## src/rtl/fetch_req_ctrl_pkg.sv

```systemverilog
// Shared definitions for the instruction-fetch request controller:
// one-hot fetch state codes, bus constants and the buffered-entry layout.
package fetch_req_ctrl_pkg;

  typedef enum logic [3:0] {
    S_IDLE = 4'b0001,
    S_REQ  = 4'b0010,
    S_WAIT = 4'b0100,
    S_HOLD = 4'b1000
  } fetch_state_e;

  localparam logic [31:0] RESET_PC_DEF    = 32'h1c00_0000;
  localparam logic [1:0]  SRAM_SIZE_WORD  = 2'd2;
  localparam logic [3:0]  SRAM_WSTRB_NONE = 4'h0;

  typedef struct packed {
    logic        excp;
    logic [31:0] pc;
    logic [31:0] inst;
  } fetch_entry_t;

  function automatic logic pc_misaligned(input logic [31:0] pc);
    return pc[1:0] != 2'b00;
  endfunction

endpackage

```

## src/rtl/fetch_req_ctrl_inst_buf.sv

```systemverilog
// One-entry buffer holding the fetched instruction until decode takes it.
// Load has priority over clear so a redirect can land directly on a new
// (exception) entry in the same cycle it kills the old one.
module fetch_inst_buf
  import fetch_req_ctrl_pkg::*;
(
  input  logic         clk,
  input  logic         reset,
  input  logic         load_i,
  input  logic         clear_i,
  input  logic         accept_i,
  input  fetch_entry_t entry_i,
  output logic         valid_o,
  output fetch_entry_t entry_o
);

  logic         valid_q;
  fetch_entry_t entry_q;

  // Capture, invalidate or hand off the buffered instruction.
  always_ff @(posedge clk) begin
    if (reset) begin
      valid_q <= 1'b0;
      entry_q <= '0;
    end else if (load_i) begin
      valid_q <= 1'b1;
      entry_q <= entry_i;
    end else if (clear_i || accept_i) begin
      valid_q <= 1'b0;
    end
  end

  assign valid_o = valid_q;
  assign entry_o = entry_q;

endmodule

```

## src/rtl/fetch_req_ctrl.sv

```systemverilog
// Instruction-fetch request controller: one outstanding sram-like request,
// one-entry result buffer, stale-response discard after a redirect.
// Optional build macro: FETCH_ALIGN_CHK_EN (misaligned pc raises ADEF
// through fs_excp instead of issuing a request).
//
//  state | meaning
//  IDLE  | just out of reset, request starts next cycle
//  REQ   | req/addr driven, waiting for addr_ok
//  WAIT  | request accepted, waiting for data_ok
//  HOLD  | instruction buffered, waiting for decode
module fetch_req_ctrl
  import fetch_req_ctrl_pkg::*;
#(
  parameter logic [31:0] RESET_PC = RESET_PC_DEF
) (
  input  logic        clk,
  input  logic        reset,
  input  logic        flush,
  input  logic [31:0] flush_pc,
  input  logic        ds_allowin,
  output logic        fs_valid,
  output logic [31:0] fs_pc,
  output logic [31:0] fs_inst,
  output logic        fs_excp,
  output logic        inst_sram_req,
  output logic        inst_sram_wr,
  output logic [1:0]  inst_sram_size,
  output logic [3:0]  inst_sram_wstrb,
  output logic [31:0] inst_sram_addr,
  output logic [31:0] inst_sram_wdata,
  input  logic        inst_sram_addr_ok,
  input  logic        inst_sram_data_ok,
  input  logic [31:0] inst_sram_rdata
);

  fetch_state_e state_q;
  logic [31:0]  pc_q, pc_d;
  logic [31:0]  addr_q;
  logic         req_q;
  logic         discard_q;

  logic         go_req;
  logic         misalign;
  logic         buf_load, buf_clear, buf_accept;
  fetch_entry_t buf_in, buf_out;

  // Next pc and the "leaving toward REQ" condition shared by FSM and buffer.
  always_comb begin
    pc_d = pc_q;
    if (flush)
      pc_d = flush_pc;
    else if (state_q == S_HOLD && ds_allowin)
      pc_d = pc_q + 32'd4;
    go_req = (state_q == S_IDLE)
           | ((state_q == S_WAIT) & inst_sram_data_ok & (discard_q | flush))
           | ((state_q == S_HOLD) & (flush | ds_allowin));
  end

`ifdef FETCH_ALIGN_CHK_EN
  assign misalign = go_req & pc_misaligned(pc_d);
`else
  assign misalign = 1'b0;
`endif

  // Buffer control: real data only when the response is neither stale nor
  // overtaken by a redirect in the same cycle.
  always_comb begin
    buf_load   = ((state_q == S_WAIT) & inst_sram_data_ok & ~discard_q & ~flush)
               | misalign;
    buf_clear  = (state_q == S_HOLD) & flush;
    buf_accept = (state_q == S_HOLD) & ds_allowin;
    buf_in     = misalign ? '{excp: 1'b1, pc: pc_d, inst: 32'h0}
                          : '{excp: 1'b0, pc: pc_q, inst: inst_sram_rdata};
  end

  // Fetch FSM with registered request outputs.
  always_ff @(posedge clk) begin
    if (reset) begin
      state_q   <= S_IDLE;
      pc_q      <= RESET_PC;
      discard_q <= 1'b0;
      req_q     <= 1'b0;
      addr_q    <= 32'h0;
    end else begin
      pc_q <= pc_d;
      case (state_q)
        S_REQ: begin
          // Request is never retracted; a redirect only marks its reply stale.
          discard_q <= discard_q | flush;
          if (inst_sram_addr_ok) begin
            state_q <= S_WAIT;
            req_q   <= 1'b0;
          end
        end
        S_WAIT: begin
          if (inst_sram_data_ok) begin
            discard_q <= 1'b0;
            if (!(discard_q || flush))
              state_q <= S_HOLD;
          end else begin
            discard_q <= discard_q | flush;
          end
        end
        S_IDLE, S_HOLD: ;
        default: state_q <= S_IDLE;
      endcase
      if (go_req) begin
        if (misalign) begin
          state_q <= S_HOLD;
          req_q   <= 1'b0;
        end else begin
          state_q <= S_REQ;
          req_q   <= 1'b1;
          addr_q  <= pc_d;
        end
      end
    end
  end

  fetch_inst_buf u_buf (
    .clk      (clk),
    .reset    (reset),
    .load_i   (buf_load),
    .clear_i  (buf_clear),
    .accept_i (buf_accept),
    .entry_i  (buf_in),
    .valid_o  (fs_valid),
    .entry_o  (buf_out)
  );

  assign fs_pc           = buf_out.pc;
  assign fs_inst         = buf_out.inst;
  assign fs_excp         = buf_out.excp;
  assign inst_sram_req   = req_q;
  assign inst_sram_addr  = addr_q;
  assign inst_sram_wr    = 1'b0;
  assign inst_sram_size  = SRAM_SIZE_WORD;
  assign inst_sram_wstrb = SRAM_WSTRB_NONE;
  assign inst_sram_wdata = 32'h0;

endmodule

```

## config.mk

```make
export PLATFORM = sky130hd
export DESIGN_NAME = fetch_req_ctrl
export DESIGN_NICKNAME = d
export VERILOG_FILES = /design/src/rtl/fetch_req_ctrl_pkg.sv /design/src/rtl/fetch_req_ctrl_inst_buf.sv /design/src/rtl/fetch_req_ctrl.sv
export SDC_FILE = /design/constraint.sdc
export NUM_CORES = 1
export LEC_CHECK = 0
export ABC_CLOCK_PERIOD_IN_PS = 3600
export BUFFER_PORTS_ARGS = -buffer_cell sky130_fd_sc_hd__buf_2
export CAP_MARGIN = 20
export CORE_MARGIN = 4
export CORE_UTILIZATION = 35
export DETAILED_ROUTE_END_ITERATION = 8
export GPL_TIMING_DRIVEN = 0
export PLACE_DENSITY = 0.68
export SLEW_MARGIN = 10
export SYNTH_ARGS = -nofsm -noshare
export SYNTH_HDL_FRONTEND = slang
export SYNTH_HIERARCHICAL = 1
export SYNTH_SLANG_ARGS = --single-unit
```

## constraint.sdc

```tcl
create_clock -name clk -period 3.6 [get_ports clk]
set_input_delay 0.54 -clock clk [delete_from_list [all_inputs] [get_ports clk]]
set_output_delay 0.54 -clock clk [all_outputs]
set_load 0.1 [all_outputs]
```

==> run metrics, run 1 <==
outcome completed; Crit path required time between 3 and 4 ns; Final Util between 40% and 50%; predominant post-synthesis flop cell dfxtp_1; first-pass GRT wire length 28.5 mm; final std cells w/o fill between 1k and 1.5k; Max VDD drop 357 uV; worst hold slack between 0.3 and 0.4 ns; Clock transition at path regs ~0.060 ns; Slowest cell on crit path or4_1; Die Height roughly 140 um; Core Footprint between 0.015 and 0.02 mm2; post-CTS resize count 0; Clk Latency, worst-skew pair roughly 0.42 ns; crit path time final just over 3 ns; complex-gate fraction of the synthesized area roughly a tenth; flops & latches, synth 136; family with the most delay on the worst path simple AND/OR/NAND/NOR gates; RSZ-0062 raised after global routing no; TritonCTS clock tree built; Synth cell types 56; fin crit share a little over four fifths; synth warn 6; Worst EP arrival 3.35 ns; Vias/cell roughly 5; asr flop ratio synth 0%; multi-input logic area 0.00291 mm2; die footprint ~0.020 mm2; Final Slew Violations 0; Post-DP HPWL 13.8 mm; total clock buffers created by CTS 17; internal power between 3 and 4 mW; crit path buf inv count 2; # setup viols final 0; largest family of logic cells by synthesized area simple AND/OR/NAND/NOR gates; Post-CTS Setup Inserts 0; Comb pwr share between 40% and 50%; Startpoint Class flop; Crit Path Class flop to flop; Nets 951; Power, Total approximately 5.7 mW; initial antenna violation count 1; Chip Width around 140 um; DRT Wirelength roughly 18 mm; worst min path class primary input to flop; Root Buffer clkbuf_16; kind of end point of the critical path flop; DP Cell Count about 1.1k; Total GRT Usage between 10% and 20%; clock sink count around 140; clk buf depth 2; Antenna Nets Post-Route 0; Setup WS pre-CTS ~0.58 ns; number of enable flip-flop cells after synthesis 0; Initial Util around 36%; Max Cap Viol 0; H-tree Lvls 4; Crit Path Max Fanout 10; multiplexer area fraction after synthesis roughly 12%; wire per inst 16.4 um; Adder-Cell Fraction of Synth Area less than 1%; total negative slack 0 ns; Cells after Synth ~660; vias in the first global route around 5.3k; clock network power share ~28%; Std-Cell Rows 47; Initial DRC Count 457; total number of vias ~5.5k; Fillers approximately 1.7k; Seq. cell area 0.00272 mm2; final setup margin 0.555 ns; pwr dens 729 mW/mm2; Setup Skew roughly 0.016 ns; share of the synthesized area in the top cell type 44.8%; slew margin rel. 51.2%; DRC 0; Port Buffers 165; post-synthesis sequential area ratio 44.8%; aggregate global routing overflow 0; area leader, netlist dfxtp_1; final hold vios 0; largest net degree at the start of global routing 17; Leakage around 3.5 nW; fraction of layout instances using a drive strength above 1 around 29%; GP Congestion roughly 0.86; top post-synthesis cells by area dfxtp_1 (45%), mux2i_1 (12%), nor2_1 (6.6%); sw frac between 40% and 50%; Slew @ Worst Pin between 0.7 and 0.8 ns; register share of total power between 30% and 40%; io pins approximately 210; hold-fix buffers at CTS 0; Area Growth Syn to Fin 29.9%; Placed Area about 0.0073 mm2; Fmax between 300 and 400 MHz; Synth Area in XOR/XNOR 1.59%; Post-Syn Area just over 0.006 mm2; Mapped Avg Cell Area ~9.3 um2; simple-gate share of the synthesized area about 21%; DRT Pass-1 Iters 5; worst-path cell chain buf_6 > or4b_1 > or4_1 > buf_2 > nor4_1 > mux2_2 > or3_1; max incr delay on CP about 0.55 ns; Final Instance Area slightly below 0.008 mm2; Psw between 2 and 3 mW
-- layer usage --
metal	track usage, %	vias to the layer above	part of all wire, %
met1	23.0	2573	43
li1	-	2712	-
met5	0	-	0.071
met2	30.6	169	49
met4	5.76	2	1.7
met3	5.25	25	6.5
-- power by group through the flow --
stage               Combinational [mW]  Clock, mW  Sequential [mW]
floorplan                        0.786          0             2.89
global placement                  2.27          0             1.85
detailed placement                2.30          0             1.85
CTS                               2.31       1.65             1.82
global route                      2.42       1.72             1.85
finish                            2.31       1.62             1.82
-- cells in the mapped netlist, types with 3 or more instances --
cell,number
dfxtp_1,136
nor2_1,107
mux2i_1,74
buf_4,41
nor3_1,29
clkbuf_1,28
nand2_1,27
nand3_1,24
a21oi_1,13
nand4_1,12
o41ai_1,12
and3_1,11
nand2b_1,8
nor4_1,8
o21ai_0,7
xor2_1,7
a21o_1,6
a311oi_1,6
a31oi_1,6
and4_1,6
buf_1,5
buf_12,5
o21a_1,5
o22a_1,5
or4_1,5
and2_1,4
buf_2,4
inv_1,4
o31a_1,4
or3_1,4
xnor2_1,4
a211oi_1,3
a31o_2,3
o22ai_1,3
-- worst register-to-register path, stage by stage, from the launching register on --
cell and delay [ns]:
dfxtp_1 0.31, buf_6 0.13, or4b_1 0.51, or4_1 0.55, buf_2 0.19, nor4_1 0.51
mux2_2 0.40, or3_1 0.34
-- area by class of cell --
cell class / instances / area share [%]
timing repair buffer: 167 / 10.6
multi-input combinational: 468 / 36.8
clock buffer: 23 / 6.06
antenna: 1 / 0.0317
inverter: 5 / 0.238
buffer: 85 / 7.28
sequential: 136 / 34.5
tap: 220 / 3.49
clock inverter: 8 / 0.920
-- cells by family after synthesis --
| family | count (synthesis) |
|---|---|
| AO/OA/AOI/OAI | 84 |
| multiplexers | 75 |
| flip-flops | 136 |
| buffers and inverters | 90 |
| XOR/XNOR | 11 |
| other | 2 |
| AND/OR/NAND/NOR | 257 |
| adder cells (fa/ha/maj) | 1 |
-- cell usage in the layout (no fill, tap or decap), drive strengths merged, types with 4 or more instances in the layout --
master and n:
buf 223, nand3 24, clkinv 5, nor3 29
conb 40, and2 4, o22a 5, o41ai 12
and4 6, o21ai 7, dfxtp 136, or4 6
a21o 6, a31oi 6, inv 4, a311oi 6
o31a 4, nor4 8, a21oi 13, clkbuf 52
mux2i 74, nand2 27, xnor2 4, nor2 107
xor2 7, o21a 5, nand4 12, nand2b 8
or3 4, and3 11
-- path summary, 6_finish.rpt --
kind	to	startpoint	slack (ns)	cells after the start
setup reg to reg	pc_q[27]$_SDFF_PP1_	state_q[0]$_SDFFE_PP1P_	0.56	7
hold / removal	u_buf/entry_o[16]$_SDFFE_PP0P_	inst_sram_rdata[16]	0.35	3
hold reg to reg	inst_sram_req$_SDFFE_PP0P_	inst_sram_req$_SDFFE_PP0P_	0.46	2
setup / recovery	pc_q[27]$_SDFF_PP1_	state_q[0]$_SDFFE_PP1P_	0.56	7
-- sequential cells by signal, summed over array words and instances (netlist names) --
register / flops
inst_sram_req: 1
pc_q: 32
discard_q: 1
state_q: 4
inst_sram_addr: 32
u_buf/entry_o: 65
u_buf/valid_o: 1
No activity file was read; power rests on OpenSTA's default activity.
==> run 2: changes to the inputs <==
--- a/config.mk
+++ b/config.mk
@@ -5,14 +5,14 @@
 export SDC_FILE = /design/constraint.sdc
 export NUM_CORES = 1
 export LEC_CHECK = 0
-export ABC_CLOCK_PERIOD_IN_PS = 3600
+export ABC_CLOCK_PERIOD_IN_PS = 2700
 export BUFFER_PORTS_ARGS = -buffer_cell sky130_fd_sc_hd__buf_2
 export CAP_MARGIN = 20
 export CORE_MARGIN = 4
 export CORE_UTILIZATION = 35
 export DETAILED_ROUTE_END_ITERATION = 8
 export GPL_TIMING_DRIVEN = 0
-export PLACE_DENSITY = 0.68
+export PLACE_DENSITY = 0.7
 export SLEW_MARGIN = 10
 export SYNTH_ARGS = -nofsm -noshare
 export SYNTH_HDL_FRONTEND = slang
==> constraint.sdc (replaced) <==
create_clock -name clk -period 2.7 [get_ports clk]
set_input_delay 0.405 -clock clk [delete_from_list [all_inputs] [get_ports clk]]
set_output_delay 0.405 -clock clk [all_outputs]
set_load 0.1 [all_outputs]
==> run metrics, run 2 (same netlist as run 1, synthesis figures left out) <==
RSZ-0062 raised after global routing no; crit path time final 2.63 ns (-0.415 ns); TritonCTS clock tree built; Startpoint Class flop; total number of vias 5580 (+1.8%); io pins 208 (unchanged); Initial Util 36.1% (unchanged); vias in the first global route 5368 (+2.1%); final std cells w/o fill 1120 (+0.63%); Crit Path Class flop to flop; max incr delay on CP 0.56 ns (about the same); Clock transition at path regs 0.06 ns (about the same); total clock buffers created by CTS 17 (unchanged); Worst R2R Path Depth 6 (-1); commonest non-fill, non-tap cells in the layout buf_2 (168), dfxtp_1 (136), nor2_1 (107), mux2i_1 (74), buf_4 (52); clk buf depth 2 (unchanged); Nets 959 (+0.84%); DRT Wirelength 18.9 mm (+3.6%); hold-fix buffers at CTS 0 (unchanged); total negative slack 0 ns (unchanged); largest net degree at the start of global routing 17 (unchanged); Core Footprint 0.0168 mm2 (unchanged); Die Height 140 um (unchanged); Placed Area 0.00735 mm2 (+0.32%); DRT Pass-1 Iters 7 (+2); slew margin rel. 56.2% (+5.0 points); pwr dens 979 mW/mm2 (+34%); DP Cell Count 1081 (+0.093%); worst hold endpoint u_buf/entry_o[26]$_SDFFE_PP0P_; WHS Path Cells 3 (unchanged); fraction of layout instances using a drive strength above 1 31.1% (+2.2 points); fin crit share 97.4% (+13 points); ant diodes 0 (-1); aggregate global routing overflow 0 (unchanged); commonest non-fill, non-tap cell in the layout buf_2; Std-Cell Rows 47 (unchanged); Initial DRC Count 426 (-6.8%); Vias/cell 4.98 (+1.2%); final hold vios 0 (unchanged); die footprint 0.0195 mm2 (unchanged); Slew @ Worst Pin 0.657 ns (-0.0754 ns); Total GRT Usage 18.9% (+0.50 points); Clk Latency, worst-skew pair 0.42 ns (about the same); wire per inst 16.8 um (+2.9%); Leakage 3.56 nW (+3.0%); kind of end point of the critical path flop; Fmax 380 MHz (+16%); Port Buffers 165 (unchanged); Power, Total 7.91 mW (+38%); worst hold slack 0.214 ns (-0.137 ns); worst-path cell chain buf_6 > or4b_4 > or4_4 > nor4_4 > mux2_4 > or3_1; number of flip-flops under the largest register name 65 (unchanged); Fillers 1629 (-1.3%); Chip Width 140 um (unchanged); Setup Skew 0.00920 ns (-0.00668 ns); H-tree Lvls 4 (unchanged); Antenna Nets Post-Route 0 (unchanged); first-pass GRT wire length 29.4 mm (+3.1%); DRC 0 (unchanged); reg2reg start state_q[0]$_SDFFE_PP1P_; R2R setup slack 0.07 ns (-0.48 ns); # setup viols final 0 (unchanged); Slowest cell on crit path or4_4; clock sink count 136 (unchanged); Crit path required time 3.00 ns (-0.90 ns); hold path start inst_sram_rdata[26]; Worst EP arrival 2.93 ns (-0.42 ns); RR Endpoint pc_q[27]$_SDFF_PP1_; Max VDD drop 484 uV (+36%); worst min path class primary input to flop; Root Buffer clkbuf_16; GP Congestion 0.877 (+2.2%); Area Growth Syn to Fin 33.2%; Final Slew Violations 0 (unchanged); Max Cap Viol 0 (unchanged); Post-DP HPWL 14.0 mm (+1.5%); initial antenna violation count 2 (+1); outcome completed; Crit Path Max Fanout 6 (-4); Final Instance Area 0.00808 mm2 (+2.5%)
-- run 2: how the worst max path moves through the flow --
| stage | end | from | slack (ns) |
|---|---|---|---|
| after floorplan | inst_sram_addr[29]$_SDFFE_PP0P_ | state_q[0]$_SDFFE_PP1P_ | 0.02 |
| after global placement | inst_sram_addr[8]$_SDFFE_PP0P_ | flush | -0.79 |
| after CTS | inst_sram_addr[22]$_SDFFE_PP0P_ | state_q[1]$_SDFFE_PP0P_ | 0.01 |
| final | pc_q[27]$_SDFF_PP1_ | state_q[0]$_SDFFE_PP1P_ | 0.07 |
| after global routing | inst_sram_addr[31]$_SDFFE_PP0P_ | state_q[1]$_SDFFE_PP0P_ | 0.008 |
| after detailed placement | inst_sram_addr[24]$_SDFFE_PP0P_ | state_q[3]$_SDFFE_PP0P_ | -0.18 |
-- run 2: cell type report --
| cell class | instances | area (um2) | share of cell area [%] |
|---|---|---|---|
| Tap cell | 220 | 275 | 3.41 |
| Multi-Input combinational cell | 468 | 2970 | 36.7 |
| Sequential cell | 136 | 2720 | 33.7 |
| Clock inverter | 14 | 176 | 2.18 |
| Inverter | 5 | 18.8 | 0.232 |
| Clock buffer | 17 | 425 | 5.26 |
| Timing Repair Buffer | 177 | 923 | 11.4 |
| Buffer | 83 | 572 | 7.07 |
-- run 2: through the flow --
step | utilization, % | worst slack (ns)
2_1_floorplan | - | 0.0240
3_3_place_gp | 43.6 | -0.792
3_5_place_dp | 43.7 | -0.181
4_1_cts | 47.6 | 0.0116
5_1_grt | 48.1 | 0.00811
6_report | 48.1 | 0.0707
-- run 2: metal layers --
metal | vias to the layer above | share of wire (%) | GRT usage [%] | routed length (um)
li1 | 2741 | - | - | -
met2 | 202 | 48 | 31.1 | 9110
met3 | 27 | 7.5 | 5.69 | 1420
met4 | 4 | 1.8 | 6.32 | 346
met5 | - | 0.12 | 0 | 22
met1 | 2606 | 42 | 23.6 | 7980
-- run 2: power breakdown --
group	internal [mW]	switching [mW]
logic	0.622	2.50
clock network	1.45	0.907
registers	2.27	0.169
total	4.34	3.57
-- run 2: timing repair --
action / in CTS / in global routing
buffers inserted: 2 / 8
resized for setup: 10 / 8
pin swaps: 4 / 8
setup endpoints to repair: 18 / 24
-- run 2: critical path, delay by kind of cell (launching register included) --
kind / cells / cell delay, ns
flops: 1 / 0.31
buf+inv: 1 / 0.12
mux: 1 / 0.33
simple gates: 4 / 1.75
